===== config.mk =====
export PLATFORM = sky130hd
export DESIGN_NAME = if_id_stage_flat
export DESIGN_NICKNAME = d
export VERILOG_FILES = /design/src/rtl/mips_pkg.sv /design/src/rtl/if_id_stage_if.sv /design/src/rtl/pipe_skid_buf.sv /design/src/rtl/if_id_stage.sv /design/src/flat_wrapper.sv
export SDC_FILE = /design/constraint.sdc
export NUM_CORES = 1
export LEC_CHECK = 0
export CORE_AREA = 2 2 136 138
export DETAILED_ROUTE_END_ITERATION = 7
export DIE_AREA = 0 0 138 140
export PLACE_DENSITY = 0.8
export RECOVER_POWER = 25
export SLEW_MARGIN = 20
export SYNTH_ARGS = -nofsm -noshare
export SYNTH_HDL_FRONTEND = slang
export SYNTH_SLANG_ARGS = --single-unit

===== constraint.sdc =====
create_clock -name clk -period 1.6 [get_ports clk]
set_input_delay 0.16 -clock clk [delete_from_list [all_inputs] [get_ports clk]]
set_output_delay 0.16 -clock clk [all_outputs]
set_load 0.02 [all_outputs]

===== src/rtl/mips_pkg.sv =====
// Shared MIPS definitions for the IF/ID stage and the decoder: field positions,
// the bubble instruction, opcode/funct encodings and the field-split helper.
package mips_pkg;

  localparam int OPCODE_LSB = 26;
  localparam int RS_LSB     = 21;
  localparam int RT_LSB     = 16;
  localparam int RD_LSB     = 11;
  localparam int SHAMT_LSB  = 6;
  localparam int FUNCT_LSB  = 0;
  localparam int IMM_LSB    = 0;
  localparam int JADDR_LSB  = 0;

  // sll $0,$0,0 encodes as all zeros
  localparam logic [31:0] NOP_WORD = 32'h0000_0000;

  typedef enum logic [5:0] {
    OP_RTYPE = 6'h00,
    OP_J     = 6'h02,
    OP_JAL   = 6'h03,
    OP_BEQ   = 6'h04,
    OP_BNE   = 6'h05,
    OP_ADDI  = 6'h08,
    OP_ADDIU = 6'h09,
    OP_LW    = 6'h23,
    OP_SW    = 6'h2b
  } opcode_e;

  typedef enum logic [5:0] {
    FN_SLL  = 6'h00,
    FN_SRL  = 6'h02,
    FN_JR   = 6'h08,
    FN_ADD  = 6'h20,
    FN_ADDU = 6'h21,
    FN_SUB  = 6'h22,
    FN_AND  = 6'h24,
    FN_OR   = 6'h25,
    FN_SLT  = 6'h2a
  } funct_e;

  typedef struct packed {
    logic [5:0]  opcode;
    logic [4:0]  rs;
    logic [4:0]  rt;
    logic [4:0]  rd;
    logic [4:0]  shamt;
    logic [5:0]  funct;
    logic [31:0] imm_sext;
    logic [25:0] jaddr;
  } id_fields_t;

  function automatic id_fields_t split_instr(input logic [31:0] instr);
    id_fields_t f;
    f.opcode   = instr[OPCODE_LSB +: 6];
    f.rs       = instr[RS_LSB +: 5];
    f.rt       = instr[RT_LSB +: 5];
    f.rd       = instr[RD_LSB +: 5];
    f.shamt    = instr[SHAMT_LSB +: 5];
    f.funct    = instr[FUNCT_LSB +: 6];
    f.imm_sext = {{16{instr[IMM_LSB + 15]}}, instr[IMM_LSB +: 16]};
    f.jaddr    = instr[JADDR_LSB +: 26];
    return f;
  endfunction

endpackage


===== src/rtl/if_id_stage_if.sv =====
// Valid/ready bus carrying {PC+4, instruction}; used on both the fetch and decode side.
interface if_id_stage_if #(
  parameter int PC_W = 32
);
  logic            valid;
  logic            ready;
  logic [PC_W-1:0] pc_plus4;
  logic [31:0]     instr;

  modport master (output valid, output pc_plus4, output instr, input ready);
  modport slave  (input valid, input pc_plus4, input instr, output ready);
endinterface


===== src/rtl/pipe_skid_buf.sv =====
// Two-entry valid/ready skid buffer. in_ready depends only on registered state, so
// there is no combinational path from out_ready back to the producer.
module pipe_skid_buf #(
  parameter int W = 64
) (
  input  logic         clk,
  input  logic         rst,
  input  logic         flush,
  input  logic         in_valid,
  output logic         in_ready,
  input  logic [W-1:0] in_data,
  output logic         out_valid,
  input  logic         out_ready,
  output logic [W-1:0] out_data
);

  logic         main_valid_q, main_valid_d;
  logic         skid_valid_q, skid_valid_d;
  logic [W-1:0] main_data_q, main_data_d;
  logic [W-1:0] skid_data_q, skid_data_d;
  logic         push, pop;

  assign in_ready  = ~skid_valid_q;
  assign out_valid = main_valid_q;
  assign out_data  = main_data_q;
  assign push      = in_valid & ~skid_valid_q;
  assign pop       = main_valid_q & out_ready;

  always_comb begin
    main_valid_d = main_valid_q;
    skid_valid_d = skid_valid_q;
    main_data_d  = main_data_q;
    skid_data_d  = skid_data_q;
    if (flush) begin
      main_valid_d = 1'b0;
      skid_valid_d = 1'b0;
    end else if (skid_valid_q) begin
      // Full: no push possible; a pop promotes the skid entry
      if (pop) begin
        main_data_d  = skid_data_q;
        skid_valid_d = 1'b0;
      end
    end else if (main_valid_q) begin
      case ({push, pop})
        2'b11: main_data_d = in_data;
        2'b01: main_valid_d = 1'b0;
        2'b10: begin
          skid_data_d  = in_data;
          skid_valid_d = 1'b1;
        end
        default: ;
      endcase
    end else if (push) begin
      main_valid_d = 1'b1;
      main_data_d  = in_data;
    end
  end

  always_ff @(posedge clk) begin
    if (rst) begin
      main_valid_q <= 1'b0;
      skid_valid_q <= 1'b0;
      main_data_q  <= '0;
      skid_data_q  <= '0;
    end else begin
      main_valid_q <= main_valid_d;
      skid_valid_q <= skid_valid_d;
      main_data_q  <= main_data_d;
      skid_data_q  <= skid_data_d;
    end
  end

endmodule


===== src/rtl/if_id_stage.sv =====
// IF/ID pipeline register: skid-buffered fetch entries presented to decode with fields pre-split.
// Define IF_ID_PERF_CNT_EN to add saturating stall/flush performance counters.
module if_id_stage
  import mips_pkg::*;
#(
  parameter int          PC_W      = 32,
  parameter logic [31:0] NOP_INSTR = NOP_WORD
`ifdef IF_ID_PERF_CNT_EN
  ,
  parameter int          CNT_W     = 32
`endif
) (
  input  logic         clk,
  input  logic         rst,
  input  logic         flush,
  if_id_stage_if.slave  fetch,
  if_id_stage_if.master dec,
  output logic [5:0]   id_opcode,
  output logic [4:0]   id_rs,
  output logic [4:0]   id_rt,
  output logic [4:0]   id_rd,
  output logic [4:0]   id_shamt,
  output logic [5:0]   id_funct,
  output logic [31:0]  id_imm_sext,
  output logic [25:0]  id_jaddr
`ifdef IF_ID_PERF_CNT_EN
  ,
  output logic [CNT_W-1:0] stall_cnt,
  output logic [CNT_W-1:0] flush_cnt
`endif
);

  localparam int W = PC_W + 32;

  logic [W-1:0] main_data;
  logic         id_valid;
  logic [31:0]  id_instr;
  id_fields_t   fields;

  pipe_skid_buf #(.W(W)) u_skid (
    .clk       (clk),
    .rst       (rst),
    .flush     (flush),
    .in_valid  (fetch.valid),
    .in_ready  (fetch.ready),
    .in_data   ({fetch.pc_plus4, fetch.instr}),
    .out_valid (id_valid),
    .out_ready (dec.ready),
    .out_data  (main_data)
  );

  // Stale data stays in the register after a pop or flush; decode must see a bubble
  assign id_instr     = id_valid ? main_data[31:0] : NOP_INSTR;
  assign dec.valid    = id_valid;
  assign dec.instr    = id_instr;
  assign dec.pc_plus4 = main_data[W-1:32];

  always_comb begin
    fields = split_instr(id_instr);
  end

  assign id_opcode   = fields.opcode;
  assign id_rs       = fields.rs;
  assign id_rt       = fields.rt;
  assign id_rd       = fields.rd;
  assign id_shamt    = fields.shamt;
  assign id_funct    = fields.funct;
  assign id_imm_sext = fields.imm_sext;
  assign id_jaddr    = fields.jaddr;

`ifdef IF_ID_PERF_CNT_EN
  logic [CNT_W-1:0] stall_cnt_q, stall_cnt_d;
  logic [CNT_W-1:0] flush_cnt_q, flush_cnt_d;

  always_comb begin
    stall_cnt_d = stall_cnt_q;
    flush_cnt_d = flush_cnt_q;
    if (id_valid && !dec.ready && !(&stall_cnt_q)) stall_cnt_d = stall_cnt_q + 1'b1;
    if (flush && !(&flush_cnt_q))                  flush_cnt_d = flush_cnt_q + 1'b1;
  end

  always_ff @(posedge clk) begin
    if (rst) begin
      stall_cnt_q <= '0;
      flush_cnt_q <= '0;
    end else begin
      stall_cnt_q <= stall_cnt_d;
      flush_cnt_q <= flush_cnt_d;
    end
  end

  assign stall_cnt = stall_cnt_q;
  assign flush_cnt = flush_cnt_q;
`endif

endmodule

===== src/flat_wrapper.sv =====
// flat-port wrapper written by rule: the top's interface ports become plain ports
module if_id_stage_flat import mips_pkg::*;
#(
  parameter int          PC_W      = 32,
  parameter logic [31:0] NOP_INSTR = NOP_WORD

)
  (clk, rst, flush, id_opcode, id_rs, id_rt, id_rd, id_shamt, id_funct, id_imm_sext, id_jaddr, fetch_valid, fetch_pc_plus4, fetch_instr, fetch_ready, dec_valid, dec_pc_plus4, dec_instr, dec_ready);
  if_id_stage_if #(.PC_W(PC_W)) fetch_i ();
  if_id_stage_if #(.PC_W(PC_W)) dec_i ();
  input  logic clk;
  input  logic rst;
  input  logic flush;
  output logic [5:0] id_opcode;
  output logic [4:0] id_rs;
  output logic [4:0] id_rt;
  output logic [4:0] id_rd;
  output logic [4:0] id_shamt;
  output logic [5:0] id_funct;
  output logic [31:0] id_imm_sext;
  output logic [25:0] id_jaddr;
  input wire logic [$bits(fetch_i.valid)-1:0] fetch_valid;
  input wire logic [$bits(fetch_i.pc_plus4)-1:0] fetch_pc_plus4;
  input wire logic [$bits(fetch_i.instr)-1:0] fetch_instr;
  output wire logic [$bits(fetch_i.ready)-1:0] fetch_ready;
  output wire logic [$bits(dec_i.valid)-1:0] dec_valid;
  output wire logic [$bits(dec_i.pc_plus4)-1:0] dec_pc_plus4;
  output wire logic [$bits(dec_i.instr)-1:0] dec_instr;
  input wire logic [$bits(dec_i.ready)-1:0] dec_ready;
  assign fetch_i.valid = fetch_valid;
  assign fetch_i.pc_plus4 = fetch_pc_plus4;
  assign fetch_i.instr = fetch_instr;
  assign fetch_ready = fetch_i.ready;
  assign dec_valid = dec_i.valid;
  assign dec_pc_plus4 = dec_i.pc_plus4;
  assign dec_instr = dec_i.instr;
  assign dec_i.ready = dec_ready;
  if_id_stage #(.PC_W(PC_W), .NOP_INSTR(NOP_INSTR)) u_core (.clk(clk), .rst(rst), .flush(flush), .fetch(fetch_i), .dec(dec_i), .id_opcode(id_opcode), .id_rs(id_rs), .id_rt(id_rt), .id_rd(id_rd), .id_shamt(id_shamt), .id_funct(id_funct), .id_imm_sext(id_imm_sext), .id_jaddr(id_jaddr));
endmodule

==> results.cfg <==
[status]
outcome = complete, but fails checks
violations = setup timing

[floorplan]
core_area_sq_um = 17780
die_y_um = 140
io_pins = 225
rows = 49
start_util = 0.4246
die-area_sq_um = 19320
fp.dieW_um = 138

[timing]
setup_viol = 43
worstMarginPinSlew_ns = 0.5707
finalClockSkew_ns = 0.008331
timing.final.crit_period_ns = 1.679
fmax_mhz = 595.7
slew_viol_final = 0
worst_hold_slack_ns = 0.3086
layout_setup_ws_ns = -0.07870
fin_crit_sh = 1.049
relSlewSlack = 0.6195
rsz0062_at_grt = true
hold_viol_final = 0

[detailed_routing]
drt-vias-per-instance = 4.655
num_vias = 5293
drt_iter0_markers = 168
routed_wl_um = 16410
drtPass1Iterations = 4
wl_per_cell_um = 14.43
ant_nets = 0
drc_errors = 0

[logic_synthesis]
yosysMostFrequentCell = buf_4
syn_area_sq_um = 7550
synth-edff-count = 0
ys.flop_type = dfxtp_1
synth_area_leaders = dfxtp_1 (34%), mux2i_1 (17%), buf_4 (13%), nand2b_1 (11%), mux2_2 (8.1%)
synth_top_cell_area_share = 0.3447
syn_nets = 865
ys_warn_count = 0
ys_seq_elements = 130
synth_common_cells = buf_4 (133), dfxtp_1 (130), nand2b_1 (129), mux2i_1 (128), nor2_1 (65)
ys_seq_area_frac = 0.3447
yosysUniqueCellTypes = 20
synthArstFlopShare = 0
synth_top_area_cell = dfxtp_1
netlist_instances = 796
postSynthAreaPerCell_sq_um = 9.485

[cts]
htreeDepth = 4
clockRootBuffer = clkbuf_16
numCtsBuffers = 17
cts.clk_slew.worst_paths_ns = 0.06
ctsLongestPathBuffers = 2
clock_sinks = 130
cts_tree = built
clock_latency_ns = 0.41
cts_hold_buffers = 0

[power]
powerDensity_nw_per_um2 = 840.1
p_leak_nw = 3.853
vdd.ir_drop.worst_uv = 690.0

[critical_path]
crit_required_ns = 1.90
rr_endpoint = u_core.u_skid.out_data[14]$_SDFFE_PP0P_
r2r_slack_ns = -0.08
critical_path.endpoint_type = flop
critPathKind = flop to flop
r2r_cells = 6
critPathMaxFanout = 9
start_kind = flop
r2r-start = u_core.u_skid.out_valid$_SDFFE_PP0N_
cp.arrival_ns = 1.98

[place]
post-place-ws_ns = -0.1591
place_congestion = 0.7256
io_buffers = 224
dp_hpwl_um = 10550
dpl_cell_area_sq_um = 9173

[global_route]
overflow = 0
antenna_found_initial = 0
grt_use_total = 0.1579
first_global_vias = 5109
grt_pass1_wl_um = 25290
grt_max_degree = 82

[worst_hold_path]
whs_path_depth = 3
worst_hold_path_type = input pin to flop
min_from = rst
hold_end = u_core.u_skid.out_data[57]$_SDFFE_PP0P_

[finish]
antenna_cells = 0
drive_above_1_share = 0.2742
num-fill-cells = 1641
areaGrowthSynthToFinish_pct = 25.89
multiInputGateArea_sq_um = 3804
final_nets = 966
fin_area_sq_um = 9504
ff_latch_area_sq_um = 2610

[flow_run]
drv_cap = 0
[timing repair]
action,CTS,global route
setup buffers,1,1
resized for setup,373,101
pin swaps,0,1
endpoints found under the setup margin,124,150
gates cloned,0,6
[cell usage in the layout, fill, tap and decap left out]
cell type        count
buf_2               71
nor4_2               1
a2111oi_0            1
a22oi_1              1
nand2_1              1
clkinv_2             6
nor2b_1             64
and2_4               7
buf_4               12
buf_6                5
clkbuf_16           21
inv_1                2
inv_6                1
nor3_1               1
clkbuf_2            23
bufinv_16            1
nand2b_1           129
buf_8                1
dlygate4sd2_1        4
and2_2               2
mux2_2              38
buf_12              12
o221ai_4             1
clkbuf_1             5
mux2i_1            128
dfxtp_4              2
mux2_1              10
dfxtp_1            128
clkdlybuf4s50_1     96
clkinvlp_4           3
and2_1              24
clkdlybuf4s15_2     26
mux2_4              16
nor2_1              65
[how the worst max path moves through the flow]
stage	from	endpoint	slack, ns	cells past startpoint
floorplan	u_core.u_skid.out_valid$_SDFFE_PP0N_	u_core.u_skid.out_data[22]$_SDFFE_PP0P_	0.004	5
global placement	dec_ready	u_core.u_skid.out_data[40]$_SDFFE_PP0P_	-0.15	5
detailed placement	dec_ready	u_core.u_skid.out_data[27]$_SDFFE_PP0P_	-0.16	5
CTS	u_core.u_skid.out_valid$_SDFFE_PP0N_	u_core.u_skid.out_data[34]$_SDFFE_PP0P_	-0.06	5
global route	u_core.u_skid.out_valid$_SDFFE_PP0N_	u_core.u_skid.out_data[31]$_SDFFE_PP0P_	-0.11	6
finish	u_core.u_skid.out_valid$_SDFFE_PP0N_	u_core.u_skid.out_data[14]$_SDFFE_PP0P_	-0.08	6
[report_power, final]
part | internal [W] | total (W) | leakage, nW | switching, W
combinational | 0.000601 | 0.00107 | 2.54 | 0.000473
sequential | 0.00334 | 0.00339 | 1.06 | 0.0000545
clock | 0.00210 | 0.00352 | 0.254 | 0.00142
[critical path: stages (launching register included)]
cell	delay, ns
dfxtp_4	0.38
buf_6	0.13
and2_4	0.14
o221ai_4	0.24
buf_12	0.19
clkbuf_16	0.17
mux2_2	0.32
[final cells by class]
type	count	share of cell area
Timing Repair Buffer	257	0.2391
Clock inverter	11	0.009610
Clock buffer	19	0.04555
Sequential cell	130	0.2746
Multi-Input combinational cell	489	0.4002
Tap cell	229	0.03015
Inverter	2	0.0007899
[metrics by stage]
stage | power (W) | std cells | TNS [ns] | utilization
5_1_grt | 0.008305 | 1137 | -5.455 | 0.5346
2_1_floorplan | 0.004126 | 796 | 0 | -
6_report | 0.007985 | 1137 | -2.326 | 0.5346
4_1_cts | 0.008027 | 1130 | -2.174 | 0.5374
3_5_place_dp | 0.004492 | 1099 | -16.62 | 0.5159
3_3_place_gp | 0.004476 | 1099 | -15.28 | 0.5159
[logic make-up after synthesis]
family          count (synthesis)  synth area share
simple gates                  294            0.2219
flops                         130            0.3447
buf+inv                       177            0.1626
compound gates                  3          0.005636
mux                           192            0.2652
[registers in the layout (all words and copies together) (netlist names)]
signal / flops
u_core.u_skid.out_data: 64
u_core.u_skid.skid_data_q: 64
u_core.u_skid.out_valid: 1
u_core.u_skid.skid_valid_q: 1
[metal layers]
metal  vias up  part of all wire  global-route usage
met3        19             0.069             0.05402
li1       2657                 -                   -
met2       166              0.47              0.2629
met1      2451              0.45              0.1928
met5         -                 0                   0
met4         0             0.011             0.04995
Note: power is estimated with default switching activity, not from simulation.
